--- src/rtl/ring_arb_pkg.sv ---
// Shared types and helpers for the one-hot ring round-robin arbiter.
// Helpers work on a fixed RR_MAX_N-wide vector; callers zero-extend and truncate.
package ring_arb_pkg;

    localparam int unsigned RR_MAX_N = 32;
    localparam int unsigned RR_IDX_W = $clog2(RR_MAX_N);

    typedef enum logic {
        IDLE  = 1'b0,
        GRANT = 1'b1
    } arb_state_e;

    // Binary index of the set bit; ORing indices keeps it a pure mux-free reduction.
    function automatic logic [RR_IDX_W-1:0] onehot2bin(input logic [RR_MAX_N-1:0] vec);
        logic [RR_IDX_W-1:0] idx;
        idx = '0;
        for (int unsigned i = 0; i < RR_MAX_N; i++) begin
            if (vec[i]) idx = idx | RR_IDX_W'(i);
        end
        return idx;
    endfunction

    function automatic logic [RR_MAX_N-1:0] rotl1(input logic [RR_MAX_N-1:0] vec,
                                                  input int unsigned           n);
        logic [RR_MAX_N-1:0] res;
        res = '0;
        for (int unsigned i = 1; i < RR_MAX_N; i++) begin
            if (i < n) res[i] = vec[i-1];
        end
        res[0] = vec[n-1];
        return res;
    endfunction

endpackage

--- src/rtl/onehot_ring_ptr.sv ---
// N-bit one-hot ring pointer: load or single-step rotate, reset to bit 0,
// and self-recovery to bit 0 if the register ever holds a non-one-hot value.
module onehot_ring_ptr
    import ring_arb_pkg::*;
#(
    parameter int unsigned N = 4
) (
    input  logic         clk,
    input  logic         rst,
    input  logic         advance_i,
    input  logic         load_i,
    input  logic [N-1:0] load_val_i,
    output logic [N-1:0] ptr_o
);

    localparam logic [N-1:0] PTR_RESET = N'(1);

    logic [N-1:0] ptr_q;
    logic [N-1:0] ptr_d;
    logic         ptr_onehot;

    assign ptr_onehot = (ptr_q != '0) && ((ptr_q & (ptr_q - N'(1))) == '0);

    // NOTE: every combinational output gets a default first so no path can infer a latch.
    always_comb begin
        ptr_d = ptr_q;
        if (load_i) begin
            ptr_d = load_val_i;
        end else if (!ptr_onehot) begin
            ptr_d = PTR_RESET;
        end else if (advance_i) begin
            ptr_d = N'(rotl1(RR_MAX_N'(ptr_q), N));
        end
    end

    // NOTE: state registers use non-blocking assignment so all flops sample together.
    always_ff @(posedge clk) begin
        if (rst) ptr_q <= PTR_RESET;
        else     ptr_q <= ptr_d;
    end

    assign ptr_o = ptr_q;

endmodule

--- src/rtl/ring_rr_arbiter.sv ---
// Round-robin arbiter with one-hot ring priority; the owner keeps the grant until release.
// Define RR_HOLD_TIMEOUT_EN to revoke an owner after MAX_HOLD consecutive grant cycles.
module ring_rr_arbiter
    import ring_arb_pkg::*;
#(
    parameter int unsigned N        = 4,
    parameter int unsigned MAX_HOLD = 8
) (
    input  logic                 clk,
    input  logic                 rst,
    input  logic [N-1:0]         req,
    output logic [N-1:0]         gnt,
    output logic                 gnt_valid,
    output logic [$clog2(N)-1:0] gnt_id,
    output logic                 timeout
);

    localparam int unsigned IDW = $clog2(N);

    if (N < 2 || N > RR_MAX_N || MAX_HOLD < 2) begin : g_param_check
        $error("ring_rr_arbiter: parameter out of range");
    end

    arb_state_e     state_q, state_d;
    logic [N-1:0]   gnt_q, gnt_d;
    logic [IDW-1:0] gnt_id_q;
    logic           gnt_valid_q;
    logic [N-1:0]   ptr;
    logic [N-1:0]   rot_gnt;
    logic           owner_req;
    logic           hand_off;
    logic           hold_expired;
    logic           ptr_advance;
    logic           ptr_load;

    // First requester at or above the position of start, wrapping; last write wins.
    function automatic logic [N-1:0] pick(input logic [N-1:0] r, input logic [N-1:0] start);
        logic [N-1:0] res;
        int unsigned  base;
        int unsigned  idx;
        res  = '0;
        base = 32'(onehot2bin(RR_MAX_N'(start)));
        for (int unsigned k = 0; k < N; k++) begin
            idx = (base + (N - 1 - k)) % N;
            if (r[idx]) begin
                res      = '0;
                res[idx] = 1'b1;
            end
        end
        return res;
    endfunction

    assign owner_req = |(req & gnt_q);
    assign rot_gnt   = N'(rotl1(RR_MAX_N'(gnt_q), N));

    always_comb begin
        state_d  = state_q;
        gnt_d    = gnt_q;
        hand_off = 1'b0;
        case (state_q)
            IDLE: begin
                gnt_d = '0;
                if (|req) begin
                    gnt_d   = pick(req, ptr);
                    state_d = GRANT;
                end
            end
            GRANT: begin
                // A revoked owner still requesting is scanned last, so it only wins when alone.
                if (!owner_req || hold_expired) begin
                    hand_off = 1'b1;
                    gnt_d    = pick(req, rot_gnt);
                    state_d  = (|gnt_d) ? GRANT : IDLE;
                end
            end
            default: begin
                state_d = IDLE;
                gnt_d   = '0;
            end
        endcase
    end

    assign ptr_advance = hand_off && (gnt_q == ptr);
    assign ptr_load    = hand_off && (gnt_q != ptr);

    onehot_ring_ptr #(.N(N)) u_ptr (
        .clk        (clk),
        .rst        (rst),
        .advance_i  (ptr_advance),
        .load_i     (ptr_load),
        .load_val_i (rot_gnt),
        .ptr_o      (ptr)
    );

    always_ff @(posedge clk) begin
        if (rst) begin
            state_q     <= IDLE;
            gnt_q       <= '0;
            gnt_id_q    <= '0;
            gnt_valid_q <= 1'b0;
        end else begin
            state_q     <= state_d;
            gnt_q       <= gnt_d;
            gnt_id_q    <= IDW'(onehot2bin(RR_MAX_N'(gnt_d)));
            gnt_valid_q <= |gnt_d;
        end
    end

`ifdef RR_HOLD_TIMEOUT_EN
    localparam int unsigned HCW = $clog2(MAX_HOLD);

    logic [HCW-1:0] hold_q, hold_d;
    logic           timeout_q;

    // hold_q is 0 in the owner's first cycle, so MAX_HOLD-1 marks its last allowed cycle.
    assign hold_expired = (state_q == GRANT) && (hold_q == HCW'(MAX_HOLD - 1));

    always_comb begin
        hold_d = hold_q + HCW'(1);
        if (state_q != GRANT || hand_off) hold_d = '0;
    end

    always_ff @(posedge clk) begin
        if (rst) begin
            hold_q    <= '0;
            timeout_q <= 1'b0;
        end else begin
            hold_q    <= hold_d;
            timeout_q <= hold_expired && owner_req;
        end
    end

    assign timeout = timeout_q;
`else
    assign hold_expired = 1'b0;
    assign timeout      = 1'b0;
`endif

    assign gnt       = gnt_q;
    assign gnt_id    = gnt_id_q;
    assign gnt_valid = gnt_valid_q;

endmodule

--- config.mk ---
export PLATFORM = sky130hd
export DESIGN_NAME = ring_rr_arbiter
export DESIGN_NICKNAME = d
export VERILOG_FILES = /design/src/rtl/ring_arb_pkg.sv /design/src/rtl/onehot_ring_ptr.sv /design/src/rtl/ring_rr_arbiter.sv
export SDC_FILE = /design/constraint.sdc
export NUM_CORES = 1
export LEC_CHECK = 0
export ABC_AREA = 1
export CAP_MARGIN = 20
export CORE_MARGIN = 2
export CORE_UTILIZATION = 28
export DETAILED_ROUTE_END_ITERATION = 10
export PLACE_DENSITY = 0.42
export RECOVER_POWER = 50
export REMOVE_ABC_BUFFERS = 1
export SETUP_SLACK_MARGIN = 0.02
export SYNTH_ARGS = -nofsm -noshare
export SYNTH_HDL_FRONTEND = slang
export SYNTH_SLANG_ARGS = --single-unit
--- constraint.sdc ---
create_clock -name clk -period 1.84 [get_ports clk]
set_clock_uncertainty 0.05 [all_clocks]
set_input_delay 0.368 -clock clk [delete_from_list [all_inputs] [get_ports clk]]
set_output_delay 0.368 -clock clk [all_outputs]
set_load 0.01 [all_outputs]
==> results by group <==
Final layout
  • Fillers: roughly 550
  • Final nets: 319
  • Area delta synth->final: 52.94%
  • Share of cells above drive strength 1: 0.3500
  • Post-Layout Inst Area: 2248 µm²
  • Inserted Diodes: 0

Status
  • Failing checks: setup timing
  • Status: complete, but fails checks

STA
  • Worst setup margin: -45.24 ps
  • RSZ-0062 raised after global routing: true
  • Final Hold Viols: 0
  • Fmax: 530.4 MHz
  • Final Slew Violations: 0
  • Fin crit share: 1.025
  • Minimum clock period: between 1500 and 2000 ps
  • Setup_tns: -131.7 ps
  • # setup viols final: 5

Critical path
  • CP max stage delay: 370 ps
  • Worst EP required: between 1500 and 2000 ps
  • CP most frequent cell: nand2_1
  • CP max-delay cell: dfxtp_4
  • Setup CP Type: reg -> reg
  • Max FO, Critical Path: 6
  • Worst Path Arrival: approximately 2000 ps
  • Buffers plus inverters on the worst setup path: 4
  • Crit end category: flip-flop
  • CP Cell Sequence: nor2_4 > inv_2 > buf_4 > ha_1 > inv_2 > nand3_1 > nand2_2 > inv_1 > nand2_1 > nand2_1 > nand2_1 > nand2_1 > a21oi_2 > nand2_1 > nand2_1 > nand2_1
  • Largest delay contributor family on the critical path: simple AND/OR/NAND/NOR gates
  • CP Launch Type: flip-flop

Synthesis
  • Synth area leader: nand2_1
  • Most common library cells after synthesis: nand2_1, inv_1, nand3_1, o21ai_1
  • Top cells by area, synth: nand2_1, dfxtp_1, ha_1, inv_1, nand3_1
  • EDFF count, synth: 0
  • Synth cell types: 34
  • Dominant synthesized flop cell: dfxtp_1
  • Synth warn: 0
  • Fraction of registers with async set/reset: 0
  • Synth top area share: 0.1889
  • Post-Syn Area: roughly 1500 µm²
  • Seq/Total Area, Yosys: 0.1634
  • Mapped Avg Cell Area: 5.928 µm²
  • Most common cell in the netlist: nand2_1
  • Mapped Cells: 248
  • Synth Register Bits: 12

Clock network
  • Clock Latency Late Sink: 240 ps
  • CTS tree: built
  • Number of hold buffers added after CTS: 0
  • Clock sink total: 12
  • CTS root buffer: clkbuf_8
  • CTS Buf Count: 3
  • CTS Buffer Depth: 2
  • Worst-path clk slew: approximately 50 ps
  • H-tree depth: 1

Routing
  • Pre-antenna DRT Iters: 4
  • Number of remaining DRC errors: 0
  • ANT nets after route: 0
  • DR vias: between 1500 and 2000
  • Drt total wl: 4172 µm
  • DRT iter0 DRCs: 31
  • Drt via density: 4.532
  • WL/cell: 11.28 µm

Global route
  • Met1 usage: 0.1827
  • Overall Global Routing Usage: 0.1501
  • First-pass GRT wire length: approximately 7300 µm
  • Met2 usage: 0.2743
  • Vias in the first global route: between 1500 and 2000
  • Initial antenna violation count: 0
  • Grt peak-use layer: met2
  • GR Util met3: 0.02370
  • Congestion Overflow GR: 0
  • Largest net degree at the start of global routing: 10

Placed design
  • Dpl ws: -460.0 ps
  • Placed Instance Area: 1926 µm²
  • DP Wirelength: 3371 µm
  • Routability Congestion: 0.7942
  • IO Port Bufs: 12

Floorplanning
  • Die height: around 76 µm
  • Die W: 76.46 µm
  • IO Count: 14
  • Die area: 5846 µm²
  • Core Rows: 26
  • Core ar.: 5075 µm²
  • Initial Util: 0.2897

Power and ir drop
  • Leakage: 1.139 nW
  • Peak VDD IR: 0.0006604 V
  • Power Dens Cells: approximately 2000 nW/µm²

Flow run
  • Max_cap viols: 0

Hold path
  • Worst min path class: reg -> reg
final timing paths:
path,endpoint,from,slack (ps),cells after the start
setup / recovery,gnt_valid$_SDFF_PP0_,gnt[2]$_SDFF_PP0_,-50,16
hold / removal,u_ptr.ptr_o[0]$_SDFFE_PP1P_,u_ptr.ptr_o[0]$_SDFFE_PP1P_,520,2
setup reg to reg,gnt_valid$_SDFF_PP0_,gnt[2]$_SDFF_PP0_,-50,16
hold reg to reg,u_ptr.ptr_o[0]$_SDFFE_PP1P_,u_ptr.ptr_o[0]$_SDFFE_PP1P_,520,2
sequential cells by signal (all words and copies together), names as in the netlist:
| name | cells |
|---|---|
| gnt_valid | 1 |
| gnt_id | 2 |
| state_q | 1 |
| u_ptr.ptr_o | 4 |
| gnt | 4 |
final cells by class:
type,instances,area (µm²),share of cell area
repair buffers,52,436.7,0.1942
inverters,45,176.4,0.07846
multi-input cells,187,1242,0.5526
flip-flops and latches,12,250.2,0.1113
clock buffers,4,55.05,0.02449
well taps,70,87.58,0.03895
worst register-to-register path, cell delays in order (launching register included):
cell and delay, ps:
dfxtp_4 370, nor2_4 100, inv_2 60, buf_4 160, ha_1 190, inv_2 80, nand3_1 90, nand2_2 60
inv_1 30, nand2_1 50, nand2_1 40, nand2_1 80, nand2_1 80, a21oi_2 160, nand2_1 60, nand2_1 70
nand2_1 50
what timing repair did:
item                                    CTS  global route
cloned                                    0             0
hold endpoints to repair                  0             0
gates resized for setup                  33            29
pin swaps                                21            16
endpoints found under the setup margin   11            12
buffers inserted                          3             2
per-stage QoR:
stage / hold slack [ps] / cells / util / power (W)
after floorplan: 387.1 / 244 / - / 0.002412
after global placement: 502.4 / 361 / 0.3794 / 0.003496
after detailed placement: 513.8 / 361 / 0.3794 / 0.003455
after CTS: 521.7 / 368 / 0.4181 / 0.004161
after global routing: 539.9 / 370 / 0.4430 / 0.004947
final: 518.7 / 370 / 0.4430 / 0.004464
per-layer routing:
metal  vias up  part of all wire  routed length [µm]
met3        10             0.025                 105
li1        897                 -                   -
met4         0             0.018                  75
met1       742              0.44                1822
met2        28              0.52                2169
met5         -                 0                   0
power breakdown:
part	switching (W)	leakage, nW	internal (W)	total (W)
sequential	0.0000826	0.102	0.000365	0.000448
clock	0.0000957	0.0288	0.000189	0.000285
combinational	0.00211	1.01	0.00162	0.00373
logic make-up after synthesis:
logic type | Yosys count | synth area share
fa+ha+maj | 12 | 0.1021
other cells | 1 | 0.002551
simple gates | 122 | 0.3694
compound gates | 49 | 0.2111
xor+xnor | 3 | 0.01788
flops | 12 | 0.1634
buf+inv | 49 | 0.1336
layout by cell type (no fill, tap or decap), types with 3 or more instances in the layout:
cell type,count
clkbuf_8,4
inv_1,37
dlygate4sd3_1,3
buf_4,37
dfxtp_1,8
o21ai_0,6
nand2_2,19
dlygate4sd2_1,3
a21oi_1,10
nand3_2,5
nor2_4,5
clkdlybuf4s50_1,6
ha_1,11
nand3_4,5
nor2_1,7
o21ai_1,14
nand3_1,19
nand2_1,57
o21ai_2,6
inv_2,5
Power figures use the tool's default switching activity.
